**src/rtl/pipe_ctrl_pkg.sv**
```systemverilog
// Shared types and constants for the pipeline hazard sequencer.
//   state_e : occupancy FSM states
//   ctrl_t  : pipeline-register control bundle driven to the datapath
//   CTRL_*  : canonical control patterns for each hazard response
package pipe_ctrl_pkg;

  typedef enum logic [0:0] {
    RUN     = 1'b0,
    MD_WAIT = 1'b1
  } state_e;

  typedef struct packed {
    logic pc_write;
    logic if_id_write;
    logic id_ex_write;
    logic if_flush;
    logic id_flush;
    logic ex_flush;
  } ctrl_t;

  // Bit order: pc_write, if_id_write, id_ex_write, if_flush, id_flush, ex_flush
  localparam ctrl_t CTRL_RUN      = 6'b111_000;
  // Load-use: freeze PC and IF/ID, let ID/EX load a bubble.
  localparam ctrl_t CTRL_STALL_LU = 6'b001_010;
  // MUL/DIV occupancy: freeze front end, keep EX/MEM from capturing.
  localparam ctrl_t CTRL_STALL_MD = 6'b000_001;
  // Taken branch: PC loads target, squash the three younger stages.
  localparam ctrl_t CTRL_FLUSH_BR = 6'b111_111;
  localparam ctrl_t CTRL_RESET    = 6'b000_111;

endpackage

```
**src/rtl/sat_counter.sv**
```systemverilog
// Saturating up-counter for performance events.
//   clk_i   : clock
//   rst_i   : synchronous active-high reset, clears count
//   inc_i   : increment request (ignored once count is all-ones)
//   clr_i   : synchronous clear, wins over inc_i
//   count_o : current count
module sat_counter #(
  parameter int PERF_W = 16
) (
  input  logic              clk_i,
  input  logic              rst_i,
  input  logic              inc_i,
  input  logic              clr_i,
  output logic [PERF_W-1:0] count_o
);

  always_ff @(posedge clk_i) begin
    if (rst_i || clr_i) begin
      count_o <= '0;
    end else if (inc_i && (count_o != {PERF_W{1'b1}})) begin
      count_o <= count_o + PERF_W'(1);
    end
  end

endmodule

```
**src/rtl/pipeline_hazard_sequencer.sv**
```systemverilog
// Stall/flush controller for the 5-stage pipeline. Merges load-use, taken
// branch and multi-cycle MUL/DIV occupancy into one set of pipeline-register
// controls (Mealy, zero-cycle response) and keeps saturating perf counters.
//   clk_i, rst_i          : clock, synchronous active-high reset
//   load_use_i            : load-use hazard from ID comparator
//   branch_taken_i        : branch in EX resolved taken
//   muldiv_start_i        : MUL/DIV in its first EX cycle
//   perf_clr_i            : clear both perf counters
//   pc_write_o .. ex_flush_o : pipeline register enables / flushes
//   muldiv_busy_o         : FSM in MD_WAIT
//   muldiv_done_o         : MUL/DIV result valid in EX this cycle
//   stall_cycles_o        : cycles with pc_write_o=0
//   flush_events_o        : taken-branch flush cycles
//
// state   | meaning
// RUN     | normal issue; hazards resolved by priority branch > muldiv > load-use
// MD_WAIT | MUL/DIV holds EX; cnt counts remaining cycles, cnt==1 is done cycle
module pipeline_hazard_sequencer
  import pipe_ctrl_pkg::*;
#(
  parameter int MULDIV_LATENCY = 4,
  parameter int CNT_W          = 6,
  parameter int PERF_W         = 16
) (
  input  logic              clk_i,
  input  logic              rst_i,
  input  logic              load_use_i,
  input  logic              branch_taken_i,
  input  logic              muldiv_start_i,
  input  logic              perf_clr_i,
  output logic              pc_write_o,
  output logic              if_id_write_o,
  output logic              id_ex_write_o,
  output logic              if_flush_o,
  output logic              id_flush_o,
  output logic              ex_flush_o,
  output logic              muldiv_busy_o,
  output logic              muldiv_done_o,
  output logic [PERF_W-1:0] stall_cycles_o,
  output logic [PERF_W-1:0] flush_events_o
);

  localparam logic [CNT_W-1:0] MD_LOAD  = CNT_W'(MULDIV_LATENCY - 1);
  localparam bit               MD_MULTI = (MULDIV_LATENCY > 1);

  state_e           state_q, state_d;
  logic [CNT_W-1:0] cnt_q, cnt_d;
  ctrl_t            ctrl;
  logic             busy, done, flush_ev, stall_ev;

  always_ff @(posedge clk_i) begin
    if (rst_i) begin
      state_q <= RUN;
      cnt_q   <= '0;
    end else begin
      state_q <= state_d;
      cnt_q   <= cnt_d;
    end
  end

  always_comb begin
    state_d  = state_q;
    cnt_d    = cnt_q;
    ctrl     = CTRL_RUN;
    busy     = 1'b0;
    done     = 1'b0;
    flush_ev = 1'b0;
    if (rst_i) begin
      ctrl    = CTRL_RESET;
      state_d = RUN;
      cnt_d   = '0;
    end else begin
      case (state_q)
        RUN: begin
          if (branch_taken_i) begin
            ctrl     = CTRL_FLUSH_BR;
            flush_ev = 1'b1;
          end else if (muldiv_start_i) begin
            if (MD_MULTI) begin
              ctrl    = CTRL_STALL_MD;
              cnt_d   = MD_LOAD;
              state_d = MD_WAIT;
            end else begin
              // Single-cycle MUL/DIV completes in its issue cycle.
              done = 1'b1;
            end
          end else if (load_use_i) begin
            ctrl = CTRL_STALL_LU;
          end
        end
        MD_WAIT: begin
          busy = 1'b1;
          if (cnt_q > CNT_W'(1)) begin
            ctrl  = CTRL_STALL_MD;
            cnt_d = cnt_q - CNT_W'(1);
          end else begin
            done    = 1'b1;
            state_d = RUN;
            cnt_d   = '0;
          end
        end
        default: begin
          state_d = RUN;
          cnt_d   = '0;
        end
      endcase
    end
  end

  assign stall_ev = !rst_i && !ctrl.pc_write;

  assign pc_write_o    = ctrl.pc_write;
  assign if_id_write_o = ctrl.if_id_write;
  assign id_ex_write_o = ctrl.id_ex_write;
  assign if_flush_o    = ctrl.if_flush;
  assign id_flush_o    = ctrl.id_flush;
  assign ex_flush_o    = ctrl.ex_flush;
  assign muldiv_busy_o = busy;
  assign muldiv_done_o = done;

  sat_counter #(.PERF_W(PERF_W)) u_stall_cnt (
    .clk_i   (clk_i),
    .rst_i   (rst_i),
    .inc_i   (stall_ev),
    .clr_i   (perf_clr_i),
    .count_o (stall_cycles_o)
  );

  sat_counter #(.PERF_W(PERF_W)) u_flush_cnt (
    .clk_i   (clk_i),
    .rst_i   (rst_i),
    .inc_i   (flush_ev),
    .clr_i   (perf_clr_i),
    .count_o (flush_events_o)
  );

endmodule

```
**config.mk**
```make
export PLATFORM = sky130hd
export DESIGN_NAME = pipeline_hazard_sequencer
export DESIGN_NICKNAME = d
export VERILOG_FILES = /design/src/rtl/pipe_ctrl_pkg.sv /design/src/rtl/sat_counter.sv /design/src/rtl/pipeline_hazard_sequencer.sv
export SDC_FILE = /design/constraint.sdc
export NUM_CORES = 1
export LEC_CHECK = 0
export CAP_MARGIN = 20
export CORE_AREA = 2 2 69 71
export CTS_CLUSTER_DIAMETER = 80
export DETAILED_ROUTE_END_ITERATION = 8
export DIE_AREA = 0 0 71 73
export PLACE_DENSITY = 0.78
export REMOVE_ABC_BUFFERS = 1
export SKIP_LAST_GASP = 1
export SYNTH_ARGS = -nofsm -noshare
export SYNTH_HDL_FRONTEND = slang
export SYNTH_HIERARCHICAL = 1
export SYNTH_SLANG_ARGS = --single-unit
```
**constraint.sdc**
```tcl
create_clock -name clk_i -period 6 [get_ports clk_i]
set_input_delay 1.2 -clock clk_i [delete_from_list [all_inputs] [get_ports clk_i]]
set_output_delay 1.2 -clock clk_i [all_outputs]
set_load 0.01 [all_outputs]
```
==> key figures, run 1 <==
Outcome
  – Outcome: finished, final reports clean

Layout
  – Fin cells: 353
  – Layout cells sized above 1: roughly 8.7%
  – Fin nets: 308
  – Ant. Diodes: 0
  – Filler instances: 412
  – Syn-to-layout area delta: 26.7%
  – Commonest non-fill, non-tap cell in the layout: clkdlybuf4s50_1
  – Post-route cell area: 2800 sq um
  – Most frequent cells in the layout: clkdlybuf4s50_1 (45), dfxtp_1 (39), a21oi_1 (22)

Timing
  – Final Max Tran Viols: 0
  – Slew headroom: between 50 and 60%
  – Worst-margin pin slew: roughly 0.65 ns
  – RSZ-0062 raised after global routing: false
  – Setup TNS: 0 ns
  – # setup viols final: 0
  – Post-route clock period utilization: 69.5%
  – Hold Fails Final Rpt: 0
  – Max Freq: 0.240 GHz
  – Final Critical Period: 4.17 ns
  – Clk_skew: a little under 0.008 ns

Floorplanning
  – Die Span X: 71 microns
  – Ports: 46
  – Placeable Area: 4540 sq um
  – Initial Util: 48.8%
  – Cell Rows: 25
  – Die area: 5180 sq um
  – Die height: 73 microns

Place
  – DP Area: 2690 sq um
  – Hpwl dp: 3.73 mm
  – Routability cong.: between 0.8 and 0.9
  – Cells after DPL: 345
  – Count of port buffers added during placement: 45

Yosys
  – Post-synthesis mux area share: 0%
  – Largest family of logic cells by synthesized area: simple AND/OR/NAND/NOR gates
  – Number of synthesized flops with an enable pin: 0
  – Post-synthesis compound-gate area fraction: around a quarter
  – Post-Synth Adder-Cell Area: 2.26%
  – Synthesis Warnings: 6
  – Part of the Yosys area used for sequential elements: about a third
  – Post-synthesis simple-gate area fraction: 33.8%
  – Cell count after synthesis: 256
  – FF+latch count, synth: 39
  – Post-Synth XOR/XNOR Area: 2.38%
  – Avg Inst Size Synth: 8.64 sq um
  – Async set-or-reset flop fraction in the synthesized netlist: 0%
  – Synthesized cell area: 2210 sq um
  – Number of library cell types mapped by synthesis: 48
  – Ys flop type: dfxtp_1

Detailed routing
  – Post-route DRC violation count: 0
  – Via density: 6.22
  – DR WL/cell: 15.0 microns
  – Post-route ant nets: 0
  – Drt first pass iters: 4
  – Via count: 2194
  – Initial DRC Count: 147
  – Drt total wl: 5.29 mm

Power and ir drop
  – Maximum vdd drop: 99.2 uV
  – Leakage: roughly 0.00099 uW
  – Pwr Total: 560 uW
  – PD cells: 200 nW/um^2

Clock tree
  – Clk sink count: 39
  – CTS HTree Levels: 2
  – CTS clk-pin slew, worst paths: ~0.080 ns
  – Clk root buf: clkbuf_8
  – Setup repair bufs after CTS: 0
  – PostCTS Resize Cnt: 0
  – Clock buffer count from CTS: 5
  – Max clock buf depth: 2
  – Hold Buf Count CTS: 0
  – Clock latency on the worst-skew pair: approximately 0.3 ns
  – CTS tree: done

Global routing
  – Antenna violations before repair: 0
  – Vias in the first global route: 1950
  – Gr usage total: 20.4%
  – Largest net degree at the start of global routing: 22
  – Overflow after GRT: 0
  – First-pass GRT wire length: 8.67 mm

Worst hold path
  – Hold Path Class: register to register

Setup path
  – Crit path kind: primary input to primary output
  – Critical path required time: 4.80 ns
  – Setup crit start kind: primary input
  – Maximum fanout along the worst path: 21
  – CP Capture Type: primary output
  – Worst EP arrival: 2.97 ns

Job
  – Max Cap Viol: 0
per-layer routing:
layer	wire (microns)	track usage [%]	vias up
met4	71	7.97	0
met1	2420	25.8	1051
met3	264	4.83	8
met2	2530	34.0	52
li1	-	-	1083
met5	0	0	-
cell families (layout without fill, tap and decap cells):
| family | after synthesis | after routing |
|---|---|---|
| fa+ha+maj | 4 | 4 |
| flops | 39 | 39 |
| compound gates | 74 | 74 |
| xor+xnor | 6 | 6 |
| buf+inv | 15 | 58 |
| simple gates | 118 | 118 |
final timing paths:
check	start	to	slack [ns]	cells past startpoint
worst max-delay path	rst_i	ex_flush_o	1.83	4
worst min-delay path	u_flush_cnt/count_o[1]	u_flush_cnt/count_o[1]	0.51	2
worst max register to register	cnt_q[0]	u_stall_cnt/count_o[6]	3.27	9
worst min register to register	u_flush_cnt/count_o[1]	u_flush_cnt/count_o[1]	0.51	2
Yosys cell counts (all sizes together) (6+ instances only):
cell    instances  area share [%]
dfxtp          39              35
a21oi          22             5.0
nor2           19             3.2
nand4          15             6.2
nand2          13             2.2
nand3          13             2.9
o21ai          12             2.7
or3            12             3.5
nor3            9             2.0
a41o            8             3.6
and4            8             3.2
clkbuf          8             1.5
or4             8             3.1
a31oi           7             2.0
o31ai           6             2.0
critical path, cell delays in order:
cell and delay, ns:
clkdlybuf4s50_1 0.87, nand2b_1 0.22, o21bai_1 0.12, clkdlybuf4s50_1 0.55
registers in the layout (all words and copies together), names as in the netlist:
signal               count
u_flush_cnt/count_o     16
state_q                  1
cnt_q                    6
u_stall_cnt/count_o     16
per-stage QoR:
stage / worst slack, ns / util (%) / hold slack (ns)
after floorplan: 2.99 / - / 0.466
after global placement: 1.88 / 59.2 / 0.491
after detailed placement: 1.83 / 59.2 / 0.499
after CTS: 1.83 / 61.8 / 0.510
after global routing: 1.73 / 61.8 / 0.529
final: 1.83 / 61.8 / 0.507
where the power goes:
part	internal, uW	switching (uW)	leakage, uW
clock	135	94.2	0.0000612
sequential	262	6.45	0.000315
combinational	28.4	33.8	0.000616
total	425	135	0.000993
area by class of cell:
class	count	area (sq um)	area share [%]
Clock buffer	6	82.6	2.95
Clock inverter	2	35.0	1.25
Inverter	5	18.8	0.670
Multi-Input combinational cell	202	1370	48.8
Sequential cell	39	781	27.9
Tap cell	54	67.6	2.41
Timing Repair Buffer	45	450	16.1
(Power assumes the default switching activity.)
==> inputs of run 2 (changes only) <==
Settings changed: CORE_AREA 2 2 69 71 to 2 2 73 75, DIE_AREA 0 0 71 73 to 0 0 75 77, PLACE_DENSITY 0.78 to 0.74.
Clock period 6 ns to 3.6 ns, I/O delays scaled along.
==> run 2 against run 1 <==
Effect of this change: setup slack worse by 1.2 ns; largest power group unchanged; critical path depth stayed put; combinational power is 75% higher; cell count is 5.4% higher; register-to-register slack worse by 2.2 ns; utilization is 4.9 points lower; clock skew is 0.00088 ns lower.
==> key figures, run 2 (same netlist as run 1, synthesis figures left out) <==
Setup path
  – Maximum fanout along the worst path: 12 (was 21)
  – CP most frequent cell: clkdlybuf4s50_1 (unchanged)
  – Worst EP arrival: 2.28 ns (was 2.97 ns)
  – Critical path required time: 2.88 ns (was 4.80 ns)
  – Critical-path cell list: clkdlybuf4s50_1 -> nand2b_1 -> o21bai_1 -> clkdlybuf4s50_1 (unchanged)
  – WP buf/inv: 2 (unchanged)
  – CP top delay family: buffers and inverters (unchanged)
  – Largest stage delay, worst path: 0.70 ns (was 0.87 ns)
  – CP Capture Type: primary output (unchanged)
  – Setup crit start kind: primary input (unchanged)
  – Slowest-stage cell, CP: clkdlybuf4s50_1 (unchanged)
  – Crit path kind: primary input to primary output (unchanged)

Layout
  – Sequential cell area: 781 sq um (unchanged)
  – Layout cells sized above 1: 9.60% (was 8.70%)
  – Filler instances: 450 (was 412)
  – Most frequent cells in the layout: clkdlybuf4s50_1 (45), dfxtp_1 (39), a21oi_1 (22) (unchanged)
  – Multi-input logic area: 1370 sq um (unchanged)
  – Commonest non-fill, non-tap cell in the layout: clkdlybuf4s50_1 (unchanged)
  – Top flop regs: u_flush_cnt/count_o x16, u_stall_cnt/count_o x16, cnt_q x6 (unchanged)
  – Syn-to-layout area delta: 28.0% (was 26.7%)
  – Post-route cell area: 2830 sq um (was 2800 sq um)
  – Fin nets: 311 (was 308)
  – Ant. Diodes: 0 (unchanged)

Detailed routing
  – Initial DRC Count: 127 (was 147)
  – Drt total wl: 5.27 mm (was 5.29 mm)
  – Post-route DRC violation count: 0 (unchanged)
  – DR WL/cell: 14.2 microns (was 15.0 microns)
  – Drt first pass iters: 5 (was 4)
  – Via density: 5.89 (was 6.22)
  – Via count: 2191 (was 2194)
  – Post-route ant nets: 0 (unchanged)

Global routing
  – Vias in the first global route: 1824 (was 1950)
  – Largest net degree at the start of global routing: 17 (was 22)
  – First-pass GRT wire length: 8.58 mm (was 8.67 mm)
  – Overflow after GRT: 0 (unchanged)
  – Antenna violations before repair: 0 (unchanged)
  – Gr usage total: 18.7% (was 20.4%)

Clock tree
  – PostCTS Resize Cnt: 0 (unchanged)
  – CTS HTree Levels: 2 (unchanged)
  – Clock latency on the worst-skew pair: 0.30 ns (about the same)
  – CTS tree: done (unchanged)
  – Clk root buf: clkbuf_8 (unchanged)
  – Setup repair bufs after CTS: 0 (unchanged)
  – Max clock buf depth: 2 (unchanged)
  – CTS clk-pin slew, worst paths: 0.08 ns (about the same)
  – Clk sink count: 39 (unchanged)
  – Clock buffer count from CTS: 5 (unchanged)
  – Hold Buf Count CTS: 0 (unchanged)

Timing
  – Max Freq: 0.333 GHz
  – RSZ-0062 raised after global routing: false (unchanged)
  – Post-route clock period utilization: between 80% and 90%
  – Setup TNS: 0 ns (unchanged)
  – Final Max Tran Viols: 0 (unchanged)
  – Worst-margin pin slew: 0.654 ns (was 0.652 ns)
  – # setup viols final: 0 (unchanged)
  – Hold Fails Final Rpt: 0 (unchanged)
  – Slew headroom: 56.1% (was 56.2%)
  – Clk_skew: 0.00704 ns (was 0.00792 ns)
  – Final Critical Period: 3.00 ns

Power and ir drop
  – Leakage: 0.000997 uW (was 0.000993 uW)
  – Maximum vdd drop: 202 uV (was 99.2 uV)
  – PD cells: 316 nW/um^2 (was 200 nW/um^2)

Floorplanning
  – Die area: 5780 sq um (was 5180 sq um)
  – Die Span X: 75 microns (was 71 microns)
  – Cell Rows: 26 (was 25)
  – Ports: 46 (unchanged)
  – Placeable Area: 4980 sq um (was 4540 sq um)
  – Initial Util: 44.4% (was 48.8%)
  – Die height: 77 microns (was 73 microns)

Job
  – Max Cap Viol: 0 (unchanged)

Place
  – DP Area: 2730 sq um (was 2690 sq um)
  – Count of port buffers added during placement: 45 (unchanged)
  – Hpwl dp: 3.71 mm (was 3.73 mm)
  – Routability cong.: 0.823 (was 0.858)

Worst hold path
  – Hold Path Class: register to register (unchanged)

Outcome
  – Outcome: finished, final reports clean (unchanged)
==> run 2: changes by cell type in the layout (fill, tap and decap cells not counted) <==
cell	previous run	this run
buf_4	0	3
bufinv_16	1	0
clkbuf_8	6	7
clkinv_2	1	0
clkinvlp_4	0	1
==> run 2: layout make-up <==
type                    count  area share (%)
multi-input cells         202            48.3
clock inverters             1           0.265
well taps                  70            3.09
clock buffers               7            3.40
flip-flops and latches     39            27.6
inverters                   5           0.663
repair buffers             48            16.7
==> run 2: stage by stage <==
step	std cells	worst slack [ns]	power, uW	hold slack, ns	util (%)
after floorplan	246	1.32	520	0.466	-
after global placement	364	0.628	567	0.492	54.8
after detailed placement	364	0.602	567	0.502	54.8
after CTS	372	0.605	900	0.514	56.9
after global routing	372	0.519	931	0.535	56.9
final	372	0.601	894	0.512	56.9
==> run 2: metal layers <==
| metal | vias to the layer above | GRT usage, % | part of all wire (%) |
|---|---|---|---|
| li1 | 1095 | - | - |
| met1 | 1031 | 25.0 | 46 |
| met2 | 56 | 28.6 | 47 |
| met3 | 9 | 4.47 | 4.8 |
| met4 | 0 | 6.96 | 1.8 |
| met5 | - | 0 | 0 |
==> run 2: report_power, final <==
| part | internal [uW] | leakage [uW] | switching [uW] |
|---|---|---|---|
| combinational | 51.6 | 0.000632 | 57.6 |
| sequential | 437 | 0.000315 | 10.6 |
| clock | 174 | 0.0000505 | 162 |
| total | 663 | 0.000997 | 230 |
==> run 2: worst register-to-register path, delay by kind of cell (launching register included) <==
family | cells | cell delay, ns
AO/OA/AOI/OAI | 5 | 1.22
adder cells (fa/ha/maj) | 1 | 0.26
buffers and inverters | 1 | 0.08
flip-flops | 1 | 0.41
AND/OR/NAND/NOR | 2 | 0.53
==> run 2: final timing paths <==
kind                            depth (start not counted)  slack (ns)                   start                      end
worst max-delay path                                    4        0.60                   rst_i               ex_flush_o
worst min-delay path                                    2        0.51  u_stall_cnt/count_o[1]   u_stall_cnt/count_o[1]
worst max register to register                          9        1.03                cnt_q[0]  u_stall_cnt/count_o[14]
worst min register to register                          2        0.51  u_stall_cnt/count_o[1]   u_stall_cnt/count_o[1]
